## config.mk

```make
export PLATFORM = sky130hd
export DESIGN_NAME = polylut_elastic_pipe_flat
export DESIGN_NICKNAME = d
export VERILOG_FILES = /design/src/rtl/polylut_elastic_pipe_if.sv /design/src/rtl/polylut_elastic_pipe.sv /design/src/flat_wrapper.sv
export SDC_FILE = /design/constraint.sdc
export NUM_CORES = 1
export LEC_CHECK = 0
export CORE_AREA = 3 3 307 309
export DETAILED_ROUTE_END_ITERATION = 8
export DIE_AREA = 0 0 310 312
export GPL_TIMING_DRIVEN = 0
export PLACE_DENSITY_LB_ADDON = 0.2
export SETUP_SLACK_MARGIN = 0.2
export SYNTH_ARGS = -nofsm -noshare
export SYNTH_HDL_FRONTEND = slang
export SYNTH_SLANG_ARGS = --single-unit
```

## constraint.sdc

```tcl
create_clock -name clk -period 17.1 [get_ports clk]
set_input_delay 3.42 -clock clk [delete_from_list [all_inputs] [get_ports clk]]
set_output_delay 3.42 -clock clk [all_outputs]
set_load 0.02 [all_outputs]
```

## src/rtl/polylut_elastic_pipe_if.sv

```systemverilog
// Upstream/downstream handshake bundle for the elastic PolyLUT register pipe.
interface polylut_elastic_pipe_if #(
    parameter int DATA_W = 64
);
    logic [DATA_W-1:0] in_data;
    logic              in_valid;
    logic              in_ready;
    logic [DATA_W-1:0] out_data;
    logic              out_valid;
    logic              out_ready;

    modport master (
        output in_data, in_valid, out_ready,
        input  in_ready, out_data, out_valid
    );

    modport slave (
        input  in_data, in_valid, out_ready,
        output in_ready, out_data, out_valid
    );
endinterface

```

## src/rtl/polylut_elastic_pipe.sv

```systemverilog
// Bubble-collapsing elastic register pipe: each stage feeds external combinational
// logic through tap_q and loads the result back from tap_d into the next slice.
module polylut_elastic_pipe #(
    parameter int DATA_W = 64,
    parameter int STAGES = 6,
    parameter int CNT_W  = 16
) (
    input  logic                           clk,
    input  logic                           rst,
    polylut_elastic_pipe_if.slave          bus,
    output logic [(STAGES-1)*DATA_W-1:0]   tap_q,
    input  logic [(STAGES-1)*DATA_W-1:0]   tap_d,
    input  logic                           flush,
    output logic [$clog2(STAGES+1)-1:0]    occupancy,
    output logic [CNT_W-1:0]               stall_cnt
);
    localparam int OCC_W = $clog2(STAGES+1);
    localparam logic [CNT_W-1:0] CNT_MAX = {CNT_W{1'b1}};

    logic [STAGES-1:0] v_q, v_d;
    logic [STAGES-1:0] en;
    logic [DATA_W-1:0] data_q [STAGES];
    logic [DATA_W-1:0] data_d [STAGES];
    logic [CNT_W-1:0]  stall_q, stall_d;
    logic              accept;
    logic              run;

    // A stage may advance if it, or any stage downstream of it, is empty, or the sink takes.
    always_comb begin
        run = bus.out_ready;
        en  = '0;
        for (int k = STAGES-1; k >= 0; k--) begin
            run   = run | ~v_q[k];
            en[k] = run;
        end
    end

    assign bus.in_ready = en[0] & ~flush;
    assign accept       = bus.in_valid & en[0] & ~flush;

    always_comb begin
        v_d    = v_q;
        data_d = data_q;
        if (en[0]) begin
            v_d[0] = accept;
        end
        if (accept) begin
            data_d[0] = bus.in_data;
        end
        for (int k = 1; k < STAGES; k++) begin
            if (en[k]) begin
                v_d[k] = v_q[k-1];
            end
            // Data only moves behind a valid item, so stale contents stay put under bubbles.
            if (en[k] && v_q[k-1] && !flush) begin
                data_d[k] = tap_d[(k-1)*DATA_W +: DATA_W];
            end
        end
        if (flush) begin
            v_d = '0;
        end
    end

    always_comb begin
        stall_d = stall_q;
        if (v_q[STAGES-1] && !bus.out_ready && stall_q != CNT_MAX) begin
            stall_d = stall_q + 1'b1;
        end
    end

    always_comb begin
        occupancy = '0;
        for (int k = 0; k < STAGES; k++) begin
            occupancy = occupancy + OCC_W'(v_q[k]);
        end
    end

    always_comb begin
        tap_q = '0;
        for (int k = 0; k < STAGES-1; k++) begin
            tap_q[k*DATA_W +: DATA_W] = data_q[k];
        end
    end

    assign bus.out_data  = data_q[STAGES-1];
    assign bus.out_valid = v_q[STAGES-1];
    assign stall_cnt     = stall_q;

    always_ff @(posedge clk or posedge rst) begin
        if (rst) begin
            v_q     <= '0;
            stall_q <= '0;
            for (int k = 0; k < STAGES; k++) begin
                data_q[k] <= '0;
            end
        end else begin
            v_q     <= v_d;
            stall_q <= stall_d;
            data_q  <= data_d;
        end
    end
endmodule

```

## src/flat_wrapper.sv

```systemverilog
// flat-port wrapper written by rule: the top's interface ports become plain ports
module polylut_elastic_pipe_flat 
#(
    parameter int DATA_W = 64,
    parameter int STAGES = 6,
    parameter int CNT_W  = 16
)
  (clk, rst, tap_q, tap_d, flush, occupancy, stall_cnt, bus_in_data, bus_in_valid, bus_out_ready, bus_in_ready, bus_out_data, bus_out_valid);
  polylut_elastic_pipe_if #(.DATA_W(DATA_W)) bus_i ();
  input  logic clk;
  input  logic rst;
  output logic [(STAGES-1)*DATA_W-1:0] tap_q;
  input  logic [(STAGES-1)*DATA_W-1:0] tap_d;
  input  logic flush;
  output logic [$clog2(STAGES+1)-1:0] occupancy;
  output logic [CNT_W-1:0] stall_cnt;
  input wire logic [$bits(bus_i.in_data)-1:0] bus_in_data;
  input wire logic [$bits(bus_i.in_valid)-1:0] bus_in_valid;
  input wire logic [$bits(bus_i.out_ready)-1:0] bus_out_ready;
  output wire logic [$bits(bus_i.in_ready)-1:0] bus_in_ready;
  output wire logic [$bits(bus_i.out_data)-1:0] bus_out_data;
  output wire logic [$bits(bus_i.out_valid)-1:0] bus_out_valid;
  assign bus_i.in_data = bus_in_data;
  assign bus_i.in_valid = bus_in_valid;
  assign bus_i.out_ready = bus_out_ready;
  assign bus_in_ready = bus_i.in_ready;
  assign bus_out_data = bus_i.out_data;
  assign bus_out_valid = bus_i.out_valid;
  polylut_elastic_pipe #(.DATA_W(DATA_W), .STAGES(STAGES), .CNT_W(CNT_W)) u_core (.clk(clk), .rst(rst), .bus(bus_i), .tap_q(tap_q), .tap_d(tap_d), .flush(flush), .occupancy(occupancy), .stall_cnt(stall_cnt));
endmodule
```

==> Word level (Yosys, flattened, before mapping) <==
Cells that the tools add are included.
{ "totals": {"reg_bits": 406, "input_bits": 389, "word_cells": 63, "output_inout_bits": 405} }
{ "classes": {"bitwise_logic": 16, "addsub": 6, "eq_ne": 1, "reduce_logical": 20, "muxes": 7} }
{ "op_table": {"columns": ["operator", "count"], "rows": [
  ["$add 16x1->16 const B", 1],
  ["$ne 16x16->1 const B", 1],
  ["$add 3x1->3", 4],
  ["$logic_and 1x1->1", 12],
  ["$reduce_bool 2->1", 6],
  ["$not 1->1", 7],
  ["$mux 1", 6],
  ["$mux 6", 1],
  ["$or 1x1->1", 6],
  ["$and 1x1->1", 3],
  ["$add 1x1->2", 1],
  ["$logic_not 1->1", 2]
]} }

==> Depth between registers and ports, before layout <==
Gate-level depths: netlist (run 1).
{ "logic_depth": {"ltp_word": 11, "mapped_depth": 8, "ltp_nobuf": 8} }

==> Worst setup path before layout (run 1) <==
OpenSTA, ideal clock, no wires.
{ "synth_timing": {"kind": "input to output", "startpoint": "input port bus_out_ready", "endpoint": "output port bus_in_ready", "path_slack_ns": 9.629, "t_arrival_ns": 4.051, "n_path_buf": 1, "stages": 3, "required_ns": 13.680, "path_cell_list": "and4b_1 > buf_6 > a41oi_4"} }
{ "synth_via": {"elab_chain_cells": 7} }
{ "synth_lines": {"columns": ["item", "line_no", "text"], "rows": [
  ["from (decl)", "flat_wrapper.sv:19", "input wire logic [$bits(bus_i.out_ready)-1:0] bus_out_ready;"],
  ["$or 1x1->1 (6 in series)", "polylut_elastic_pipe.sv:33", "run = run | ~v_q[k];"],
  ["$and 1x1->1", "polylut_elastic_pipe.sv:38", "assign bus.in_ready = en[0] & ~flush;"],
  ["to (decl)", "flat_wrapper.sv:20", "output wire logic [$bits(bus_i.in_ready)-1:0] bus_in_ready;"]
]} }
Every way passes these cells.

==> Worst setup path in the final report (run 1) <==
Same ends and word-level chain as after synthesis.

==> results of run 1 <==
registers in the layout, summed over array words and instances (netlist names):
signal and count:
u_core.bus.out_data 64, u_core.stall_cnt 16, u_core.tap_q 320, u_core.v_q 6
area by class of cell:
| type | instances | area share, % |
|---|---|---|
| Timing Repair Buffer | 796 | 29.7 |
| Tap cell | 1186 | 5.50 |
| Antenna cell | 7 | 0.0649 |
| Clock buffer | 82 | 5.80 |
| Buffer | 45 | 1.47 |
| Sequential cell | 406 | 37.6 |
| Clock inverter | 9 | 0.380 |
| Inverter | 11 | 0.181 |
| Multi-Input combinational cell | 472 | 19.2 |
worst max-delay path, cell delays in order:
cell	delay [ns]
clkdlybuf4s50_1	0.56
and4b_1	0.23
buf_6	0.14
a41oi_4	0.25
clkdlybuf4s50_1	0.74
how the worst max path moves through the flow:
stage / from / end / cells past startpoint
finish: bus_out_ready / bus_in_ready / 5
detailed placement: bus_out_ready / bus_in_ready / 5
global placement: rst / u_core.tap_q[174] / 2
global route: bus_out_ready / bus_in_ready / 5
floorplan: rst / u_core.bus.out_data[0] / 1
CTS: bus_out_ready / bus_in_ready / 5
through the flow:
step / power (W) / hold WS, ns
2_1_floorplan: 0.00166 / 0.518
3_3_place_gp: 0.00220 / 0.487
3_5_place_dp: 0.00221 / 0.492
4_1_cts: 0.00333 / 0.504
5_1_grt: 0.00341 / 0.515
6_report: 0.00326 / 0.499
logic make-up (layout without fill, tap and decap cells):
kind of cell,count (synthesis),count (layout),share of synthesized area (%)
AO/OA/AOI/OAI,15,15,0.713
XOR/XNOR,10,10,0.555
adder cells (fa/ha/maj),5,5,0.539
buffers and inverters,56,943,2.78
flip-flops,406,406,64.3
multiplexers,386,386,29.0
other,0,7,0
AND/OR/NAND/NOR,56,56,2.12
per-layer routing:
metal | vias to the layer above | part of all wire [%] | GRT usage (%)
li1 | 5020 | - | -
met1 | 5646 | 34 | 11.5
met2 | 425 | 54 | 22.2
met3 | 92 | 8.3 | 4.31
met4 | 0 | 3.3 | 4.35
met5 | - | 0 | 0
synth_stat cells:
| library cell | number |
|---|---|
| a41oi_4 | 1 |
| nand4b_1 | 1 |
| nand2_4 | 1 |
| nand2_1 | 5 |
| a21oi_1 | 8 |
| fa_1 | 3 |
| nand4_1 | 7 |
| xor2_1 | 4 |
| nor4_2 | 1 |
| buf_2 | 16 |
| and4b_1 | 2 |
| inv_1 | 11 |
| buf_4 | 12 |
| mux2_2 | 326 |
| nor2b_1 | 2 |
| nor3_1 | 2 |
| buf_12 | 6 |
| nand2b_1 | 1 |
| ha_1 | 2 |
| clkbuf_2 | 2 |
| mux2_4 | 60 |
| or4_1 | 1 |
| nor2_1 | 12 |
| a31oi_1 | 2 |
| or3_4 | 1 |
| clkbuf_1 | 1 |
| nand3_1 | 11 |
| a21oi_2 | 1 |
| xnor2_1 | 6 |
| nand3b_1 | 2 |
| a41oi_1 | 1 |
| and4_1 | 1 |
| and2_1 | 1 |
| nor3b_1 | 1 |
| o31ai_1 | 1 |
| buf_6 | 7 |
| buf_8 | 1 |
| dfrtp_1 | 406 |
| a211oi_1 | 1 |
| and3_1 | 3 |
| nor3_4 | 1 |
cell usage in the layout (no fill, tap or decap), drive strengths merged, types with 9 or more instances in the layout:
cell type	netlist	final
nand3	11	11
nor2	12	12
inv	11	11
a21oi	9	9
dfrtp	406	406
clkbuf	3	85
mux2	386	386
clkdlybuf4s50	0	793
buf	42	45
power groups by stage:
stage / clock (W) / sequential, W / combinational (W)
3_3_place_gp: 0 / 0.00124 / 0.000961
4_1_cts: 0.00113 / 0.00123 / 0.000968
6_report: 0.00108 / 0.00123 / 0.000950
3_5_place_dp: 0 / 0.00124 / 0.000965
5_1_grt: 0.00117 / 0.00125 / 0.000996
2_1_floorplan: 0 / 0.00146 / 0.000202
==> flow_summary.ini, run 1 <==
[pwr]
vdd_ir_drop_max_v = 0.0000713
power_density_nw_per_um2 = 121
p_clk_share_pct = 33.1
pwr-share-seq_pct = 37.7
power.internal_w = 0.00231
power_switching_share_pct = 29.0
power.leakage_nw = 11.3
p_sw_w = 0.000946
pwr-share-comb_pct = 29.2

[run]
maxCapViolCount = 0

[sta]
finalCritPeriodShare_pct = 51.2
hold_viol = 0
tightest_slew_ns = 1.01
max_slew_margin_pct = 32.6
skew_ns = 0.0166
fin_ws_ns = 8.34
grt_setup_unrepaired = false
drv_slew = 0
fin_setup_tns_ns = 0
timing.fmax_ghz = 0.114
fin_crit_ns = 8.76
setup_viol = 0

[yosys]
ys_seq_area_share_pct = 64.3
synth.largest_area_cell = dfrtp_1
synth.net_count = 1328
syn_area_per_cell_um2 = 16.9
post-synth-top-area-fraction_pct = 64.3
ys_ff_latch = 406
synthTopCellsByArea = dfrtp_1 (64%), mux2_2 (23%), mux2_4 (5.7%), buf_12 (0.76%), buf_4 (0.57%)
yosys.cell_types.count = 41
synthCells = 934
synth_area_um2 = 15800
yosys_warnings = 0

[layout]
utilization_pct = 29.4
drive_gt1_share_pct = 28.3
multi_input_area_um2 = 5190
fin_nets = 2177
regArea_um2 = 10200
fillers = 9277
stdcell_count = 3014
area_delta_synth_final_pct = 70.9
stdcell_area_um2 = 27000

[grt]
grt_pass1_wl_mm = 84.5
grt_usage_pct = 11.7
antenna_found_initial = 5
grt_overflow = 0
grt_pass1_vias = 12582
grt_max_degree = 115

[routing]
avgViaCountPerCell = 3.71
firstDrtPassIters = 5
avgRoutedWirePerCell_um = 19.4
wirelength_mm = 58.6
via_count = 11183
ant_nets = 0
detail_route.drc_violations = 0
dr.first_iter.drc_count = 387

[worst_setup_path]
cp_max_fo = 7
critPathCaptureType = primary output
reg2reg_setup_slack_ns = 14.65
worstPathArrival_ns = 5.34
critPathKind = input pin to primary output
reg2reg_from = u_core.v_q[5]
start_kind = input pin
r2r-end = u_core.bus.out_data[39]
r2r_cells = 5
critPathRequiredTime_ns = 13.68

[die]
rows = 111
die-area_um2 = 96700
start_util_pct = 17.2
core_um2 = 91700
dieWidth_um = 310
ios = 794
dieHeight_um = 312

[min_path]
holdCritStartpoint = u_core.tap_q[119]
hold_path.class = flop to flop
hold_depth = 1
holdPathEnd = u_core.tap_q[119]

[clock_tree]
cts.sinks = 406
clock_latency_ns = 0.59
root_buffer = clkbuf_16
clk_pin_slew_ns = 0.05
postCtsHoldBufs = 0
htree_levels = 2
clockBufferDepth = 3
numCtsBuffers = 51
ctsResizeCount = 0
cts_setup_buffers = 0
cts_tree = built

[placed_design]
place_inst = 2916
dpl_cell_area_um2 = 25300
portBuffers = 793
pre_cts_ws_ns = 8.30
dpl.hpwl_mm = 45.4
gp_congestion = 0.777

[outcome]
outcome = completed
(Power assumes the default switching activity.)
==> run 2, diff against run 1 <==
==> constraint.sdc (replaced) <==
create_clock -name clk -period 8.4 [get_ports clk]
set_input_delay 1.68 -clock clk [delete_from_list [all_inputs] [get_ports clk]]
set_output_delay 1.68 -clock clk [all_outputs]
set_load 0.02 [all_outputs]
==> flow_summary.ini, run 2 (synthesis gave the netlist of run 1 again) <==
[clock_tree]
ctsResizeCount = 0
postCtsHoldBufs = 0
clk_pin_slew_ns = 0.06
cts_tree = built
htree_levels = 2
clockBufferDepth = 3
cts_setup_buffers = 0
clock_latency_ns = 0.60
cts.sinks = 406
root_buffer = clkbuf_16
numCtsBuffers = 51

[grt]
antenna_found_initial = 11
grt_max_degree = 41
grt_overflow = 0
grt_usage_pct = 11.9
grt_pass1_vias = 12645
grt_pass1_wl_mm = 86.2

[worst_setup_path]
slowest_delay_ns = 0.73
critPathRequiredTime_ns = 6.72
crit_chain = clkdlybuf4s50_1 -> and4b_1 -> buf_6 -> a41oi_4 -> clkdlybuf4s50_1
cp_slowest_cell = clkdlybuf4s50_1
cpMostUsedCell = clkdlybuf4s50_1
critPathCaptureType = primary output
start_kind = input pin
critPathKind = input pin to primary output
cp_max_fo = 7
worstPathArrival_ns = 3.52

[layout]
mostFrequentLayoutCell = clkdlybuf4s50_1
final_cell_mix = clkdlybuf4s50_1 (793), dfrtp_1 (406), mux2_2 (326)
area_delta_synth_final_pct = 71.2
utilization_pct = 29.5
largest_reg_flops = 320
stdcell_count = 3024
drive_gt1_share_pct = 28.5
fin_nets = 2186

[sta]
skew_ns = 0.0170
setup_viol = 0
finalCritPeriodShare_pct = 61.9
fin_crit_ns = 5.20
fin_ws_ns = 3.20
max_slew_margin_pct = 32.6
drv_slew = 0
hold_viol = 0
timing.fmax_ghz = 0.192
hold_slack_ns = 0.501
tightest_slew_ns = 1.01
grt_setup_unrepaired = false

[routing]
detail_route.drc_violations = 0
wirelength_mm = 59.3
firstDrtPassIters = 4
ant_nets = 0
via_count = 11177
avgRoutedWirePerCell_um = 19.6
avgViaCountPerCell = 3.70
dr.first_iter.drc_count = 284

[pwr]
vdd_ir_drop_max_v = 0.000133
power.leakage_nw = 11.4
power_density_nw_per_um2 = 242

[placed_design]
dpl.hpwl_mm = 47.0
gp_congestion = 0.743
place_inst = 2925
pre_cts_ws_ns = 3.21
portBuffers = 793

[die]
rows = 111
dieWidth_um = 310
ios = 794
die-area_um2 = 96700
start_util_pct = 17.2
dieHeight_um = 312
core_um2 = 91700

[outcome]
outcome = completed

[run]
maxCapViolCount = 0

[min_path]
hold_path.class = flop to flop
==> run 2: worst paths after layout <==
check / cells past startpoint / endpoint / start / slack [ns]
worst max-delay path: 5 / bus_in_ready / bus_out_ready / 3.20
worst min-delay path: 1 / u_core.tap_q[37] / u_core.tap_q[37] / 0.50
worst max register to register: 5 / u_core.bus.out_data[16] / u_core.v_q[5] / 5.80
worst min register to register: 1 / u_core.tap_q[37] / u_core.tap_q[37] / 0.50
max in group asynchronous: 8 / u_core.tap_q[181] / rst / 5.06
min in group asynchronous: 2 / u_core.tap_q[284] / rst / 1.49
==> run 2: area by class of cell <==
type	count	area (um2)
diodes	9	22.5
plain buffers	45	398
clock buffers	77	1450
clock inverters	13	100
fillers	9293	64600
inverters	11	45.0
multi-input cells	472	5190
flip-flops and latches	406	10200
well taps	1186	1480
repair buffers	805	8180
==> run 2: power by group <==
part | leakage (nW) | internal (W) | switching [W]
logic | 5.63 | 0.00107 | 0.000882
registers | 4.96 | 0.00231 | 0.000189
clock network | 0.765 | 0.00122 | 0.000867
==> run 2: critical path, delay by kind of cell <==
family	cells	cell delay (ns)
buf+inv	3	1.37
compound gates	1	0.25
simple gates	1	0.22
==> run 2: layer usage <==
| layer | share of wire (%) | GRT usage, % | vias to the layer above |
|---|---|---|---|
| li1 | - | - | 5017 |
| met1 | 34 | 11.7 | 5630 |
| met2 | 54 | 22.4 | 439 |
| met3 | 8.6 | 4.47 | 87 |
| met4 | 3.1 | 4.81 | 4 |
| met5 | 0.046 | 0 | - |
==> run 2: per-stage QoR <==
step                      TNS [ns]  area [um2]  power, W
final                            0       27000   0.00654
after global placement     -818.64       25200   0.00449
after floorplan                  0       15800   0.00338
after global routing             0       27000   0.00686
after CTS                        0       27000   0.00669
after detailed placement         0       25500   0.00451
==> run 3, diff against run 2 <==
==> constraint.sdc (replaced) <==
create_clock -name clk -period 4.75 [get_ports clk]
set_input_delay 0.95 -clock clk [delete_from_list [all_inputs] [get_ports clk]]
set_output_delay 0.95 -clock clk [all_outputs]
set_load 0.02 [all_outputs]
==> flow_summary.ini, run 3 (synthesis gave the netlist of run 1 again) <==
[clock_tree]
cts.sinks = 406
root_buffer = clkbuf_16
clock_latency_ns = 0.60
clk_pin_slew_ns = 0.06
htree_levels = 2
numCtsBuffers = 51
cts_tree = built
clockBufferDepth = 3
postCtsHoldBufs = 0

[sta]
hold_slack_ns = 0.501
tightest_slew_ns = 1.03
timing.fmax_ghz = 0.237
drv_slew = 0
max_slew_margin_pct = 31.4
finalCritPeriodShare_pct = 88.8
skew_ns = 0.0167
setup_viol = 0
grt_setup_unrepaired = false
fin_crit_ns = 4.22
hold_viol = 0

[routing]
detail_route.drc_violations = 0
ant_nets = 0
via_count = 11188
avgViaCountPerCell = 3.70
wirelength_mm = 59.3
dr.first_iter.drc_count = 284
firstDrtPassIters = 4
avgRoutedWirePerCell_um = 19.6

[die]
dieWidth_um = 310
ios = 794
rows = 111
start_util_pct = 17.2
core_um2 = 91700
dieHeight_um = 312
die-area_um2 = 96700

[placed_design]
gp_congestion = 0.743
dpl.hpwl_mm = 47.0
portBuffers = 793
place_inst = 2925
dpl_cell_area_um2 = 25500

[run]
maxCapViolCount = 0

[min_path]
hold_path.class = flop to flop
hold_depth = 1
holdPathEnd = u_core.tap_q[37]
holdCritStartpoint = u_core.tap_q[37]

[layout]
largest_reg_flops = 320
mostFrequentLayoutCell = clkdlybuf4s50_1
drive_gt1_share_pct = 28.5
regArea_um2 = 10200
fillers = 9293
stdcell_area_um2 = 27000
multi_input_area_um2 = 5190
stdcell_count = 3024
final_cell_mix = clkdlybuf4s50_1 (792), dfrtp_1 (406), mux2_2 (326)
fin_nets = 2186
area_delta_synth_final_pct = 71.2

[worst_setup_path]
critPathKind = flop to primary output
reg2reg_from = u_core.v_q[5]
reg2reg_setup_slack_ns = 2.14
critPathRequiredTime_ns = 3.80
critPathCaptureType = primary output
start_kind = flop
worstPathArrival_ns = 3.27
r2r-end = u_core.bus.out_data[16]
cp_max_fo = 5
r2r_cells = 5

[outcome]
outcome = completed

[grt]
grt_usage_pct = 11.9
grt-busiest-layer = met2
grt_overflow = 0
grt_pass1_vias = 12645
grt_max_degree = 41
globalRouteMet1Util_pct = 11.7
antenna_found_initial = 11
grt_pass1_wl_mm = 86.2
grt_util_met3_pct = 4.47
grtUsageMet2_pct = 22.4

[pwr]
vdd_ir_drop_max_v = 0.000235
power_density_nw_per_um2 = 428
power.leakage_nw = 11.4
## run 3: worst max path at each step
stage | startpoint | endpoint | slack, ns | cells after the start
floorplan | rst | u_core.bus.out_data[0] | -1.67 | 1
global placement | rst | u_core.tap_q[186] | -5.04 | 2
detailed placement | u_core.v_q[1] | occupancy[1] | 0.91 | 9
CTS | u_core.v_q[1] | occupancy[1] | 0.20 | 9
global route | u_core.v_q[1] | occupancy[2] | 0.30 | 9
finish | u_core.v_q[0] | occupancy[2] | 0.53 | 9
## run 3: critical path, cell delays in order (launching register included)
cell and delay, ns:
dfrtp_1 0.45, ha_1 0.32, inv_1 0.07, fa_1 0.40, inv_1 0.08, fa_1 0.17, inv_1 0.05, fa_1 0.40
inv_1 0.06, clkdlybuf4s50_1 0.66
## run 3: power by group
group | switching [W] | internal [W] | leakage (nW)
Sequential | 0.000334 | 0.00409 | 4.96
Combinational | 0.00156 | 0.00189 | 5.65
Clock | 0.00153 | 0.00215 | 0.765
## run 3: layer usage
| metal | wire length (um) | vias to the layer above | share of wire [%] |
|---|---|---|---|
| li1 | - | 5017 | - |
| met1 | 20100 | 5636 | 34 |
| met2 | 32200 | 444 | 54 |
| met3 | 5110 | 87 | 8.6 |
| met4 | 1870 | 4 | 3.1 |
| met5 | 27 | - | 0.046 |
## run 3: timing repair
action | CTS | global route
setup buffers | 0 | 0
setup endpoints to repair | 0 | 1
resized for setup | 0 | 1
## run 3: final cells by class
type,count,area share (%)
antenna,9,0.0833
buffer,45,1.47
clock buffer,77,5.38
clock inverter,13,0.370
inverter,11,0.167
multi-input combinational,472,19.2
sequential,406,37.6
tap,1186,5.49
timing repair buffer,805,30.3
## run 3: per-stage QoR
| step | setup WS (ns) | total power (W) | utilization, % | TNS, ns |
|---|---|---|---|---|
| finish | 0.532 | 0.0116 | 29.5 | 0 |
| global route | 0.297 | 0.0121 | 29.5 | 0 |
| CTS | 0.201 | 0.0118 | 29.5 | 0 |
| detailed placement | 0.911 | 0.00798 | 27.8 | 0 |
| global placement | -5.04 | 0.00794 | 27.5 | -2004.16 |
| floorplan | -1.67 | 0.00597 | - | -677.89 |
